File: config.mk
export PLATFORM = sky130hd
export DESIGN_NAME = sc_selector_gen
export DESIGN_NICKNAME = d
export VERILOG_FILES = /design/src/rtl/sc_selector_gen.sv
export SDC_FILE = /design/constraint.sdc
export NUM_CORES = 1
export LEC_CHECK = 0
export CAP_MARGIN = 40
export CORE_ASPECT_RATIO = 0.6
export CORE_MARGIN = 2
export CORE_UTILIZATION = 50
export DETAILED_ROUTE_END_ITERATION = 12
export PLACE_DENSITY = 0.74
export SLEW_MARGIN = 20
export SYNTH_ARGS = -nofsm -noshare
export SYNTH_HDL_FRONTEND = slang
export SYNTH_SLANG_ARGS = --single-unit
File: constraint.sdc
create_clock -name clock -period 4.3 [get_ports clock]
set_clock_uncertainty 0.05 [all_clocks]
set_input_delay 0.43 -clock clock [delete_from_list [all_inputs] [get_ports clock]]
set_output_delay 0.43 -clock clock [all_outputs]
set_load 0.005 [all_outputs]
File: src/rtl/sc_selector_gen.sv
// sc_selector_gen
// ---------------------------------------------------------------------------
// Multi-lane bit-select sequencer for the bit-serial stochastic-computing
// datapath. For a precision n latched at start, it walks one stream of 2^n
// cycles. Each cycle it tells every lane's SN generator which binary operand
// bit to emit, or tells it to emit 0.
//
// Bit n-1-k is selected when the step value c+1 has k trailing zeros. Over
// the 2^n steps, bit n-1-j is therefore selected 2^(n-1-j) times. The single
// step where c+1 == 2^n becomes the zero slot. Lane i runs the same walk
// rotated by i steps so that concurrent generators stay decorrelated.
//
// Build option:
//   SC_SEL_WRAP_EN - continuous mode. The stream wraps back to step 0 with
//                    the same n. done pulses once per completed stream. The
//                    block stays busy until reset. Without this macro the
//                    block runs one-shot: RUN -> DONE -> IDLE.
//
// Ports:
//   clock        in   system clock
//   reset        in   synchronous, active-high reset
//   start        in   one-cycle request to begin a stream (IDLE only)
//   prec         in   requested precision n, clamped to 1..MAX_BITS
//   enable       in   advance permission; low stalls the stream
//   selector     out  lane i at [i*SEL_W +: SEL_W], operand bit index to emit
//   zero_select  out  lane i forces its stream bit to 0 this cycle
//   valid        out  selector/zero_select meaningful this cycle
//   busy         out  stream in progress
//   done         out  one-cycle pulse after the final stream cycle
// ---------------------------------------------------------------------------
module sc_selector_gen #(
  parameter int MAX_BITS  = 8,
  parameter int SEL_W     = $clog2(MAX_BITS),
  parameter int NUM_LANES = 4
) (
  input  logic                          clock,
  input  logic                          reset,
  input  logic                          start,
  input  logic [$clog2(MAX_BITS+1)-1:0] prec,
  input  logic                          enable,
  output logic [NUM_LANES*SEL_W-1:0]    selector,
  output logic [NUM_LANES-1:0]          zero_select,
  output logic                          valid,
  output logic                          busy,
  output logic                          done
);

  localparam int PREC_W = $clog2(MAX_BITS + 1);
  // One bit wider than MAX_BITS so that c+1 == 2^MAX_BITS stays representable.
  localparam int CNT_W  = MAX_BITS + 1;
  localparam logic [PREC_W-1:0] MAX_N = PREC_W'(MAX_BITS);

  typedef enum logic [1:0] {
    S_IDLE = 2'd0,
    S_RUN  = 2'd1,
    S_DONE = 2'd2
  } state_t;

  state_t             r_state, w_state_nxt;
  logic [CNT_W-1:0]   r_count, w_count_nxt;
  logic [PREC_W-1:0]  r_n, w_n_nxt;

  logic [CNT_W-1:0]   w_last;
  logic               w_adv;
  logic               w_at_last;
  logic [CNT_W-1:0]   w_c;
  logic [PREC_W-1:0]  w_k;

  // Map a requested precision onto the supported range 1..MAX_BITS.
  function automatic logic [PREC_W-1:0] f_clamp(input logic [PREC_W-1:0] p);
    logic [PREC_W-1:0] n;
    if (p == '0)
      n = PREC_W'(1);
    else if (p > MAX_N)
      n = MAX_N;
    else
      n = p;
    return n;
  endfunction

  // Trailing-zero count. The caller always passes a nonzero value.
  function automatic logic [PREC_W-1:0] f_tz(input logic [CNT_W-1:0] v);
    logic [PREC_W-1:0] tz;
    tz = '0;
    for (int b = CNT_W - 1; b >= 0; b--) begin
      if (v[b]) tz = PREC_W'(b);
    end
    return tz;
  endfunction

  // 2^n - 1 is both the final count value and the mod-2^n mask.
  assign w_last    = (CNT_W'(1) << r_n) - CNT_W'(1);
  assign w_adv     = (r_state == S_RUN) && enable;
  assign w_at_last = (r_count == w_last);

  // ---- state / counter registers ----
  always_ff @(posedge clock) begin
    if (reset) begin
      r_state <= S_IDLE;
      r_count <= '0;
      r_n     <= PREC_W'(1);
    end else begin
      r_state <= w_state_nxt;
      r_count <= w_count_nxt;
      r_n     <= w_n_nxt;
    end
  end

  always_comb begin
    w_state_nxt = r_state;
    w_count_nxt = r_count;
    w_n_nxt     = r_n;
    case (r_state)
      S_IDLE: begin
        if (start) begin
          w_n_nxt     = f_clamp(prec);
          w_count_nxt = '0;
          w_state_nxt = S_RUN;
        end
      end
      S_RUN: begin
        // A start seen here is deliberately ignored, and prec is not re-latched.
        if (enable) begin
          if (w_at_last) begin
            w_count_nxt = '0;
`ifdef SC_SEL_WRAP_EN
            w_state_nxt = S_RUN;
`else
            w_state_nxt = S_DONE;
`endif
          end else begin
            w_count_nxt = r_count + CNT_W'(1);
          end
        end
      end
      S_DONE: begin
        w_state_nxt = S_IDLE;
      end
      default: begin
        w_state_nxt = S_IDLE;
      end
    endcase
  end

`ifdef SC_SEL_WRAP_EN
  logic r_wrap_done;

  // done marks the step just after each wrap.
  always_ff @(posedge clock) begin
    if (reset)
      r_wrap_done <= 1'b0;
    else
      r_wrap_done <= w_adv && w_at_last;
  end

  assign done = r_wrap_done;
`else
  assign done = (r_state == S_DONE);
`endif

  assign busy  = (r_state == S_RUN);
  assign valid = w_adv;

  // ---- per-lane selection, combinational from r_count / r_n ----
  always_comb begin
    selector    = '0;
    zero_select = '0;
    w_c         = '0;
    w_k         = '0;
    if (w_adv) begin
      for (int l = 0; l < NUM_LANES; l++) begin
        w_c = (r_count + CNT_W'(l)) & w_last;
        w_k = f_tz(w_c + CNT_W'(1));
        if (w_k == r_n)
          zero_select[l] = 1'b1;
        else
          selector[l*SEL_W +: SEL_W] = SEL_W'(r_n - PREC_W'(1) - w_k);
      end
    end
  end

endmodule

==> qor.yml <==
status:
  status: "finished, violations left"
  violations: "DRC, setup timing"
synthesis:
  yosys_warnings: 0
  synthFlopType: "dfxtp_1"
  ys_seq_area_share_pct: 8.44
  synth_fa_ha_area_share_pct: 12.4
  synth_top_family_by_area: "simple AND/OR/NAND/NOR gates"
  synth_xor_area_share_pct: 10.3
  synthSimpleGateAreaFrac_pct: 34.1
  muxShareOfSynthArea_pct: 1.83
  synthCells: 502
  synth_cell_types: 76
  syn_area_per_cell_um2: 7.09
  ys_ff_latch: 15
  synth_compound_gate_area_share_pct: 27.0
  synth_edf_count: 0
  netlist_area_mm2: 0.00356
  async_flop_share_pct: 0
  synth_fp_nets: 543
clock_network:
  htree_levels: 1
  cts_sinks: 15
  cts-buffers-inserted: 3
  clkTransAtPathRegs_ps: 50
  clock_path_buffers: 2
  cts_tree: "done"
  clk_latency_ps: 250
  holdBufCountCts: 0
  cts-root-buf: "clkbuf_16"
pwr:
  p_total_w: 0.00102
  swShare_pct: 41.8
  ir_drop_mv: 0.170
  pwr-share-comb_pct: 67.1
  p_per_area_mw_per_mm2: 170
  p_seq_share_pct: 14.4
  power_switching_w: 0.000427
  power_frac_clock_pct: 18.6
  p_leak_nw: 2.36
  p_int_w: 0.000596
timing:
  worst_pin_slew_ps: 571
  drv_slew: 0
  fmax_ghz: 0.218
  period_share_pct: 107
  hold_viol_final: 0
  setup_viol: 15
  slew_headroom_pct: 61.8
  layout_min_cycle_time_ps: 4580
  rsz0062_at_grt: "yes"
  worst_slack_ps: -284
worst_setup_path:
  worst-r2r-cell-count: 15
  critPathLaunch: "r_n[0]"
  crit_path_start_kind: "flip-flop"
  worstPathRequired_ps: 3820
  end_kind: "output pin"
  setup.worst_path.end: "selector[5]"
  cp_max_fo: 6
  r2r_slack_ps: 920
  path_class: "reg -> out"
  rr_endpoint: "r_count[6]"
  cp.arrival_ps: 4100
  r2r_start: "r_n[0]"
finish:
  drive_above_1_share_pct: 47.1
  fin_nets: 721
  utilization_pct: 88.3
  antenna_cells: 0
  fillers: 330
  areaGrowthSynthToFinish_pct: 68.6
  final_cell_mix: "155 x buf_4, 45 x nor2_1, 37 x nand2_1"
  layout_commonest_cell: "buf_4"
  fin_area_mm2: 0.00600
global_routing:
  grt_pass1_vias: 4758
  antenna_found_initial: 0
  grt-ovfl-total: 0
  grt_usage_pct: 38.2
  grt_pass1_wl_um: 24200
  grt_start_max_net_pins: 26
routing:
  drtAntennaViolNets: 0
  met3_wirelength_um: 2150
  wl_met2_um: 7380
  vias_per_cell: 6.75
  vias: 5174
  drc_errors: 2
  routed_wl_um: 17000
  maxUsedRoutingLayer: "met4"
  wire_per_inst_um: 22.2
  first_pass_iters: 11
  drtIter0Drc: 912
  drt-met1-wl_um: 6590
place:
  portBuffers: 26
  placed_cell_area_mm2: 0.00482
  gp_congestion: 1.02
  dpl.hpwl_um: 10400
die:
  num_io_pins: 27
  initial_core_util_pct: 52.4
  fp-row-count: 23
  coreArea_mm2: 0.00679
  fp.dieH_um: 69.3
  die-width_um: 113
  die_area_mm2: 0.00783
job:
  drv_cap: 0
hold_path:
  min_path_type: "reg -> reg"
[cells by family after synthesis]
family                   Yosys count
buffers and inverters             46
multiplexers                       6
AND/OR/NAND/NOR                  222
adder cells (fa/ha/maj)           33
AO/OA/AOI/OAI                    138
XOR/XNOR                          42
flip-flops                        15
[stage by stage]
step	setup WS, ps	TNS (ps)	std cells	hold slack, ps
CTS	-261	-1870	743	579
finish	-284	-2560	766	585
global placement	-436	-4570	717	539
detailed placement	-541	-6400	717	560
global route	-430	-4050	766	652
floorplan	18.0	0	502	442
[flip-flops by register name (all words and copies together), names as in the netlist]
| register | cells |
|---|---|
| r_n | 4 |
| r_state | 2 |
| r_count | 9 |
[worst min path at each step]
stage / start / end / cells after the start
floorplan: reset / r_n[1] / 1
global placement: r_count[6] / r_count[6] / 2
detailed placement: r_count[7] / r_count[7] / 2
CTS: r_count[8] / r_count[8] / 2
global route: r_n[1] / r_n[1] / 3
finish: r_count[8] / r_count[8] / 2
[cell usage after synthesis (3+ instances only)]
library cell	count	area, µm²
o21ai_0	18	90.1
nor2b_1	8	50.1
nor2_1	49	184
o2111ai_1	4	35.0
clkbuf_1	15	56.3
nor4_1	10	62.6
and3_1	9	56.3
o221ai_1	3	26.3
buf_6	3	33.8
o22ai_1	4	25.0
ha_1	29	363
dfxtp_1	15	300
nand4_1	11	68.8
a211oi_1	11	82.6
inv_1	17	63.8
nor3_1	20	100
xnor2_1	28	245
a22oi_1	4	30.0
buf_2	6	30.0
o21a_1	8	60.1
and4_1	6	52.6
or3_1	14	87.6
mux2_2	4	45.0
nand3b_1	6	45.0
o31ai_1	3	22.5
and2_1	4	25.0
a21boi_0	5	37.5
a21o_1	7	52.6
a31oi_1	7	43.8
nand2b_1	10	62.6
xor2_1	14	123
nand2_1	41	154
fa_1	4	80.1
a21oi_1	31	155
nand3_1	12	60.1
a2111oi_0	5	43.8
[critical path, stage by stage (launching register included)]
cell and delay, ps:
dfxtp_4 380, inv_4 50, ha_4 170, buf_6 120
or4_4 530, and3_4 240, buf_6 140, inv_8 50
nand4b_1 180, or4_1 520, a211o_1 370, a41o_1 230
or3_4 400, a211oi_1 230, clkdlybuf4s15_2 240
[layout make-up]
type	instances	area [µm²]	area share (%)
sequential	15	308	5.13
tap	87	109	1.81
timing repair buffer	199	1570	26.2
clock buffer	4	78.8	1.31
inverter	20	95.1	1.59
multi-input combinational	441	3830	63.9
[layer usage]
metal,up-vias,global-route usage (%)
li1,2243,-
met1,2386,49.3
met2,432,62.9
met3,113,7.95
met4,0,14.4
met5,-,0
[power groups by stage]
stage	combinational [W]	sequential, W	clock, W
4_1_cts	0.000554	0.000147	0.000188
3_5_place_dp	0.000473	0.000149	0
5_1_grt	0.000718	0.000147	0.000195
3_3_place_gp	0.000458	0.000148	0
6_report	0.000686	0.000147	0.000190
2_1_floorplan	0.000279	0.000149	0
[timing repair]
item                                    in CTS  in global routing
endpoints found under the setup margin      16                 16
resized for setup                          120                108
pin swaps                                   27                 49
setup buffers                               22                 23
Power figures use the tool's default switching activity.
